--- src/rtl/tribus_pkg.sv ---
// Shared types for the tristate bus arbiter.
package tribus_pkg;

    // Arbiter FSM states, 2-bit encoding.
    typedef enum logic [1:0] {
        StIdle  = 2'd0,
        StDrive = 2'd1,
        StTurn  = 2'd2
    } state_e;

endpackage

--- src/rtl/tribus_rr_pick.sv ---
// Combinational round-robin winner selection: rotate requests so the slot after
// the last owner sits at bit 0, take the lowest set bit, then rotate the index back.
module tribus_rr_pick #(
    parameter int unsigned N  = 4,
    parameter int unsigned IW = $clog2(N)
) (
    input  logic [N-1:0]  i_req,
    input  logic [IW-1:0] i_last,
    output logic          o_valid,
    output logic [IW-1:0] o_winner,
    output logic [N-1:0]  o_onehot
);

    logic [IW:0]    w_shift;
    logic [2*N-1:0] w_dbl;
    logic [2*N-1:0] w_shifted;
    logic [N-1:0]   w_rot;
    logic [IW-1:0]  w_ofs;
    logic [IW+1:0]  w_sum;

    assign w_shift   = {1'b0, i_last} + {{IW{1'b0}}, 1'b1};
    assign w_dbl     = {i_req, i_req};
    assign w_shifted = w_dbl >> w_shift;
    assign w_rot     = w_shifted[N-1:0];
    assign o_valid   = |i_req;

    // Lowest set bit of the rotated vector (scan downward so the lowest wins).
    always_comb begin
        w_ofs = '0;
        for (int i = N - 1; i >= 0; i--) begin
            if (w_rot[i]) begin
                w_ofs = IW'(i);
            end
        end
    end

    // Undo the rotation: winner = (offset + last + 1) mod N.
    always_comb begin
        w_sum = {2'b00, w_ofs} + {1'b0, w_shift};
        if (w_sum >= (IW + 2)'(N)) begin
            w_sum = w_sum - (IW + 2)'(N);
        end
        o_winner = w_sum[IW-1:0];
    end

    assign o_onehot = o_valid ? (N'(1) << o_winner) : '0;

endmodule

--- src/rtl/tribus_arbiter.sv ---
// Round-robin owner of a shared tristate bus: drives the bufif1 enables, caps each
// drive window at MAX_HOLD cycles and forces TURN_CYCLES idle cycles between owners.
module tribus_arbiter
    import tribus_pkg::*;
#(
    parameter int unsigned N           = 4,
    parameter int unsigned MAX_HOLD    = 8,
    parameter int unsigned TURN_CYCLES = 1
) (
    input  logic                 clk,
    input  logic                 rst,
    input  logic [N-1:0]         req,
    output logic [N-1:0]         gnt,
    output logic [N-1:0]         drv_en,
    output logic [$clog2(N)-1:0] owner,
    output logic                 bus_busy,
    output logic                 bus_idle
);

    localparam int unsigned IW = $clog2(N);
    localparam int unsigned HW = $clog2(MAX_HOLD + 1);
    localparam int unsigned TW = $clog2(TURN_CYCLES + 1);
    localparam logic [HW-1:0] HoldLast = HW'(MAX_HOLD - 1);
    localparam logic [TW-1:0] TurnLast = TW'(TURN_CYCLES - 1);

    if (N < 2 || N > 16) begin : g_bad_n
        $error("tribus_arbiter: N must be in 2..16");
    end
    if (MAX_HOLD < 1) begin : g_bad_hold
        $error("tribus_arbiter: MAX_HOLD must be >= 1");
    end
    if (TURN_CYCLES < 1) begin : g_bad_turn
        $error("tribus_arbiter: TURN_CYCLES must be >= 1");
    end

    state_e        r_state, w_state_nxt;
    logic [N-1:0]  r_gnt, w_gnt_nxt;
    logic [IW-1:0] r_owner, w_owner_nxt;
    logic [IW-1:0] r_last, w_last_nxt;
    logic [HW-1:0] r_hold, w_hold_nxt;
    logic [TW-1:0] r_turn, w_turn_nxt;

    logic          w_pick_valid;
    logic [IW-1:0] w_pick_winner;
    logic [N-1:0]  w_pick_onehot;

    tribus_rr_pick #(
        .N  (N),
        .IW (IW)
    ) u_pick (
        .i_req    (req),
        .i_last   (r_last),
        .o_valid  (w_pick_valid),
        .o_winner (w_pick_winner),
        .o_onehot (w_pick_onehot)
    );

    // Next-state logic: arbitrate in IDLE or on the last TURN cycle, release on drop/limit.
    always_comb begin
        w_state_nxt = r_state;
        w_gnt_nxt   = r_gnt;
        w_owner_nxt = r_owner;
        w_last_nxt  = r_last;
        w_hold_nxt  = r_hold;
        w_turn_nxt  = r_turn;
        unique case (r_state)
            StIdle: begin
                if (w_pick_valid) begin
                    w_state_nxt = StDrive;
                    w_gnt_nxt   = w_pick_onehot;
                    w_owner_nxt = w_pick_winner;
                    w_last_nxt  = w_pick_winner;
                    w_hold_nxt  = '0;
                end
            end
            StDrive: begin
                if (!req[r_owner] || r_hold == HoldLast) begin
                    w_state_nxt = StTurn;
                    w_gnt_nxt   = '0;
                    w_turn_nxt  = '0;
                end else begin
                    w_hold_nxt = r_hold + 1'b1;
                end
            end
            StTurn: begin
                if (r_turn == TurnLast) begin
                    if (w_pick_valid) begin
                        w_state_nxt = StDrive;
                        w_gnt_nxt   = w_pick_onehot;
                        w_owner_nxt = w_pick_winner;
                        w_last_nxt  = w_pick_winner;
                        w_hold_nxt  = '0;
                    end else begin
                        w_state_nxt = StIdle;
                    end
                end else begin
                    w_turn_nxt = r_turn + 1'b1;
                end
            end
            default: begin
                w_state_nxt = StIdle;
                w_gnt_nxt   = '0;
            end
        endcase
    end

    // State and output registers; reset leaves last at N-1 so req[0] wins first.
    always_ff @(posedge clk) begin
        if (rst) begin
            r_state <= StIdle;
            r_gnt   <= '0;
            r_owner <= '0;
            r_last  <= IW'(N - 1);
            r_hold  <= '0;
            r_turn  <= '0;
        end else begin
            r_state <= w_state_nxt;
            r_gnt   <= w_gnt_nxt;
            r_owner <= w_owner_nxt;
            r_last  <= w_last_nxt;
            r_hold  <= w_hold_nxt;
            r_turn  <= w_turn_nxt;
        end
    end

    assign gnt      = r_gnt;
    assign drv_en   = r_gnt;
    assign owner    = r_owner;
    assign bus_busy = |r_gnt;
    assign bus_idle = (r_state == StIdle);

endmodule

--- config.mk ---
export PLATFORM = sky130hd
export DESIGN_NAME = tribus_arbiter
export DESIGN_NICKNAME = d
export VERILOG_FILES = /design/src/rtl/tribus_pkg.sv /design/src/rtl/tribus_rr_pick.sv /design/src/rtl/tribus_arbiter.sv
export SDC_FILE = /design/constraint.sdc
export NUM_CORES = 1
export LEC_CHECK = 0
export BUFFER_PORTS_ARGS = -buffer_cell sky130_fd_sc_hd__clkbuf_2
export CAP_MARGIN = 10
export CORE_MARGIN = 3
export CORE_UTILIZATION = 57
export DETAILED_ROUTE_END_ITERATION = 16
export GPL_TIMING_DRIVEN = 0
export PLACE_DENSITY_LB_ADDON = 0.2
export SLEW_MARGIN = 0
export SYNTH_ARGS = -nofsm -noshare
export SYNTH_HDL_FRONTEND = slang
export SYNTH_HIERARCHICAL = 1
export SYNTH_SLANG_ARGS = --single-unit
--- constraint.sdc ---
create_clock -name clk -period 4.3 [get_ports clk]
set_input_delay 0.86 -clock clk [delete_from_list [all_inputs] [get_ports clk]]
set_output_delay 0.86 -clock clk [all_outputs]
set_load 0.05 [all_outputs]
==> out/qor.csv, run 1 <==
metric,value,unit
period_share,0.614,
synth_top_family_by_area,simple AND/OR/NAND/NOR gates,
cts_hold_buffers,0,
cap_violations,0,
dr.pass1.iters,4,
cts_inserted_buffers,3,
n_antenna_cell,0,
fin_crit,2.64,ns
yosys_warnings,6,
syn_area,943,um^2
cp-end-kind,flop,
ctsResizeCount,0,
post-cts-setup-buffers,0,
vdd_drop_max,0.000385,V
crit_buf_inv,1,
drv_slew,0,
clock_skew,0.00656,ns
finalWeightedCongestion,0.759,
synth-edff-count,0,
via_count,918,
start_util,0.619,
syn-instance-count,118,
numClockSinks,14,
path_cells,"clkbuf_2, nor2_1, a2bb2oi_1, o221ai_1, o21ai_1, ha_1, xor2_1, nand4_1, a21oi_1, and3b_1, nor2_1, a211oi_1",
cts_buffer_depth,2,
fin_nets,148,
final_util,0.712,
synth_xor_area_frac,0.00928,
final-instance-count-excl-fill,155,
gr-usage-all-layers,0.206,
max_freq,379,MHz
power.density,454,nW/um^2
ys_seq_elements,14,
grt_max_degree,11,
fin_ws,1.66,ns
ctsRootBufferMaster,clkbuf_4,
synthAdderAreaFrac,0.0265,
insertion_delay,0.28,ns
port_buffers,17,
async_flop_share,0,
synth_mux_area_frac,0.0239,
top_level_ports,18,
report.final.setup_viol,0,
syn_avg_cell_area,7.99,um^2
clkTransAtPathRegs,0.09,ns
grt-ovfl-total,0,
cpMaxStageDelayCell,xor2_1,
cp_top_family,compound AO/OA/AOI/OAI gates,
relSlewSlack,0.700,
hold_viol_final,0,
first_iter_violations,33,
status,finished clean,
synth_cell_types,34,
syn_nets,126,
vias_per_cell,5.92,
tightest_slew,0.448,ns
crit_arrival,2.83,ns
dpl_worst_slack,1.38,ns
cp_slowest_stage_delay,0.25,ns
layout-drive-gt1-share,0.237,
num_rows,14,
area_delta_synth_final,15.0,%
synthFlopType,dfxtp_1,
grt_pass1_wl,3220,um
ant_nets,0,
coreArea,1520,um^2
synth-simple-area-share,0.334,
yosysSeqAreaShare,0.297,
critPathLaunchType,input pin,
synth-compound-area-share,0.220,
tns,0,ns
wl,1960,um
fp.dieH,46.7,um
p_leak,0.470,nW
dp_cells,151,
cts_tree,done,
hold_class,flop to flop,
rsz0062_at_grt,false,
dp_hpwl,1430,um
first_global_vias,754,
cpMostUsedCell,nor2_1,
htree_levels,1,
required,4.49,ns
antenna_found_initial,0,
worstSetupPathType,input pin to flop,
die_area,2180,um^2
die_w,46.7,um
routedWlPerCell,12.7,um
cp_max_fo,8,
drc_errors,0,
-- flip-flops by register name, indices dropped and copies added (netlist names) --
register	cells
r_last	2
owner	2
drv_en	4
r_hold	4
r_state	2
-- layer usage --
metal  track usage  vias to the layer above  part of all wire
met5             0                        -                 0
li1              -                      475                 -
met3        0.0469                        2             0.060
met1         0.259                      415              0.46
met4        0.0829                        0            0.0066
met2         0.335                       26              0.47
-- kinds of logic (layout without fill, tap and decap cells) --
logic type / count (synthesis) / in the layout
flip-flops: 14 / 14
AO/OA/AOI/OAI: 30 / 30
XOR/XNOR: 1 / 1
multiplexers: 1 / 1
AND/OR/NAND/NOR: 55 / 55
adder cells (fa/ha/maj): 2 / 2
buffers and inverters: 15 / 36
-- Yosys cell counts, drive strengths merged, types with 3 or more instances --
cell type | n | area, um^2
dfxtp | 14 | 280
nor2 | 13 | 48.8
nand2 | 10 | 37.5
a21oi | 9 | 45.0
buf | 7 | 53.8
inv | 7 | 26.3
and3b | 6 | 52.6
a211oi | 5 | 37.5
nand4 | 5 | 31.3
nor2b | 5 | 31.3
o21ai | 5 | 32.5
a311o | 4 | 40.0
a31oi | 3 | 18.8
nand3b | 3 | 22.5
nor3 | 3 | 15.0
nor3b | 3 | 27.5
-- placed cells by master (no fill, tap or decap), types with 3 or more instances in the layout --
master / count
a211oi_1: 5
a21oi_1: 9
a311o_1: 4
a31oi_1: 3
and3b_1: 6
buf_4: 5
clkbuf_2: 17
clkbuf_4: 3
dfxtp_1: 14
inv_1: 7
nand2_1: 10
nand3b_1: 3
nand4_1: 5
nor2_1: 13
nor2b_1: 5
nor3_1: 3
-- metrics by stage --
stage / power [mW] / hold WS (ns) / cell area, um^2
2_1_floorplan: 0.354 / 0.431 / 943
3_3_place_gp: 0.394 / 0.454 / 1050
3_5_place_dp: 0.400 / 0.464 / 1050
5_1_grt: 0.527 / 0.518 / 1080
4_1_cts: 0.494 / 0.484 / 1080
6_report: 0.492 / 0.476 / 1080
-- tightest hold or removal path: stages (launching register included) --
cell and delay, ns:
dfxtp_1 0.33, a21oi_1 0.06, nand2_1 0.06
-- final timing paths --
| path | start | end | slack (ns) | depth (start not counted) |
|---|---|---|---|---|
| setup / recovery | req[2] | drv_en[0] | 1.66 | 12 |
| hold / removal | r_last[1] | r_last[1] | 0.48 | 2 |
| setup reg to reg | r_last[1] | drv_en[0] | 2.01 | 12 |
| hold reg to reg | r_last[1] | r_last[1] | 0.48 | 2 |
-- cell type report --
type	instances	area, um^2
tap	16	20.0
fill	128	439
multi-input combinational	89	579
timing repair buffer	17	85.1
inverter	7	26.3
clock buffer	4	36.3
buffer	8	57.6
sequential	14	280
-- power breakdown --
group / internal [mW] / total [mW] / switching, mW
Combinational: 0.0812 / 0.238 / 0.157
Sequential: 0.146 / 0.161 / 0.0157
Clock: 0.0515 / 0.0932 / 0.0417
Total: 0.278 / 0.492 / 0.214
Power figures use the tool's default switching activity.
==> run 2: changes to the inputs <==
--- a/config.mk
+++ b/config.mk
@@ -8,7 +8,7 @@
 export BUFFER_PORTS_ARGS = -buffer_cell sky130_fd_sc_hd__clkbuf_2
 export CAP_MARGIN = 10
 export CORE_MARGIN = 3
-export CORE_UTILIZATION = 57
+export CORE_UTILIZATION = 53
 export DETAILED_ROUTE_END_ITERATION = 16
 export GPL_TIMING_DRIVEN = 0
 export PLACE_DENSITY_LB_ADDON = 0.2
==> constraint.sdc (replaced) <==
create_clock -name clk -period 2.6 [get_ports clk]
set_input_delay 0.52 -clock clk [delete_from_list [all_inputs] [get_ports clk]]
set_output_delay 0.52 -clock clk [all_outputs]
set_load 0.05 [all_outputs]
==> run 2 against run 1 <==
Sequential share of layout area fell by 0.53 points. Critical path depth stayed put. Die area up 6.6%. Flip-flop and latch count unchanged. Sequential power rose by 66%. Design area up 2.1%. Via count is 4.2% higher. Utilization decreased by 1.7 points. Largest power group unchanged.
==> out/qor.csv, run 2 (same netlist as run 1, synthesis figures left out) <==
metric,value,unit,change
cp_max_fo,10,,+2
critPathLaunchType,flop,,
relSlewSlack,0.688,,-0.0127
switchingPower,0.374,mW,+75%
cts_inserted_buffers,3,,unchanged
final-instance-count-excl-fill,163,,+5.2%
cpMaxStageDelayCell,dfxtp_1,,
design_area,1110,um^2,+2.1%
ant_nets,0,,unchanged
rsz0062_at_grt,false,,
p_total,0.839,mW,+70%
grt-ovfl-total,0,,unchanged
crit_arrival,2.54,ns,-0.29 ns
tightest_slew,0.468,ns,+0.0191 ns
port_buffers,17,,unchanged
wl,2140,um,+8.9%
via_count,957,,+4.2%
wl_met3,100,um,-15%
dp_cells,159,,+5.3%
clock_skew,0.00117,ns,-0.00539 ns
postPlaceCellArea,1060,um^2,+0.95%
fin_nets,148,,unchanged
cts_buffer_depth,2,,unchanged
fill_cells,135,,+5.5%
hold_viol_final,0,,unchanged
report.final.setup_viol,0,,unchanged
area_delta_synth_final,17.4,%,
clkTransAtPathRegs,0.09,ns,about the same
dpl_worst_slack,-0.00923,ns,-1.39 ns
swShare,0.446,,+0.0115
hold_slack,0.489,ns,+0.0127 ns
num_rows,14,,unchanged
drt-met1-wl,999,um,+10%
vias_per_cell,5.87,,-0.87%
path_cells,"buf_4, nand2_1, a21oi_1, o21ai_0, o21ai_1, ha_1, xor2_2, a31oi_1, nor3_2, and3b_1, nor2_1, a211oi_1",,
die_w,48.2,um,+3.2%
first_iter_violations,27,,-18%
vdd_drop_max,0.000413,V,+7.4%
power.density,758,nW/um^2,+67%
p_comb_frac,0.491,,+0.008
status,finished clean,,
top_level_ports,18,,unchanged
finalWeightedCongestion,0.776,,+2.2%
fin_crit,2.33,ns,
final_cell_mix,"17 x clkbuf_2, 14 x dfxtp_1, 13 x nor2_1",,
ctsRootBufferMaster,clkbuf_4,,
mostFrequentLayoutCell,clkbuf_2,,
grt_pass1_wl,3580,um,+11%
max_freq,429,MHz,
dp_hpwl,1600,um,+12%
htree_levels,1,,unchanged
p_int,0.465,mW,+67%
numClockSinks,14,,unchanged
top_layer,met4,,
layout-drive-gt1-share,0.252,,+0.0144
fin_ws,0.267,ns,-1.39 ns
dr.pass1.iters,5,,+1
drc_errors,0,,unchanged
hold_class,input pin to flop,,
cts_tree,done,,
routedWlPerCell,13.1,um,+3.5%
first_global_vias,820,,+8.8%
wl_met2,1030,um,+11%
grt_max_degree,11,,unchanged
die_area,2320,um^2,+6.6%
r2r_cells,12,,unchanged
pwr-share-seq,0.318,,-0.010
period_share,0.897,,
drv_slew,0,,unchanged
p_leak,0.473,nW,+0.66%
coreArea,1590,um^2,+4.6%
pwr-share-clk,0.191,,+0.002
holdPathStages,2,,unchanged
gr-usage-all-layers,0.218,,+0.0127
required,2.80,ns,-1.69 ns
antenna_found_initial,0,,unchanged
cp-end-kind,flop,,
cap_violations,0,,unchanged
cp_slowest_stage_delay,0.35,ns,+0.10 ns
fp.dieH,48.2,um,+3.2%
insertion_delay,0.28,ns,about the same
start_util,0.592,,-0.0272
n_antenna_cell,0,,unchanged
worstSetupPathType,flop to flop,,
## run 2: timing repair
item,CTS,global route
hold buffers,0,0
buffers inserted,0,0
gates resized for setup,0,2
endpoints found under the setup margin,0,1
## run 2: metal layers
metal | vias up | global-route usage
met2 | 32 | 0.357
li1 | 473 | -
met1 | 449 | 0.286
met5 | - | 0
met3 | 3 | 0.0664
met4 | 0 | 0.0376
## run 2: path summary, 6_finish.rpt
check	end	from	slack [ns]
max	drv_en[3]	r_last[1]	0.27
min reg2reg	r_last[1]	r_last[1]	0.49
min	drv_en[3]	rst	0.49
max reg2reg	drv_en[3]	r_last[1]	0.27
## run 2: cell type report
class	instances	area, um^2	share of cell area
multi-input combinational	89	592	0.534
sequential	14	280	0.253
timing repair buffer	17	85.1	0.0768
buffer	8	57.6	0.0520
clock buffer	4	36.3	0.0328
tap	24	30.0	0.0271
inverter	7	26.3	0.0237
## run 2: worst max-delay path: cells and delay by family (launching register included)
| kind | cells | cell delay (ns) |
|---|---|---|
| AO/OA/AOI/OAI | 5 | 0.73 |
| XOR/XNOR | 1 | 0.20 |
| adder cells (fa/ha/maj) | 1 | 0.23 |
| buffers and inverters | 1 | 0.18 |
| flip-flops | 1 | 0.35 |
| AND/OR/NAND/NOR | 4 | 0.56 |
## run 2: metrics by stage
stage                     utilization  setup TNS [ns]
after detailed placement        0.664        -0.00923
after global routing            0.695               0
after global placement          0.664               0
final                           0.695               0
after floorplan                     -               0
after CTS                       0.687               0
## run 2: power groups by stage
stage	sequential (mW)	clock, mW	combinational, mW
2_1_floorplan	0.314	0	0.272
3_3_place_gp	0.270	0	0.385
3_5_place_dp	0.272	0	0.398
4_1_cts	0.267	0.165	0.400
5_1_grt	0.271	0.176	0.447
6_report	0.267	0.160	0.412
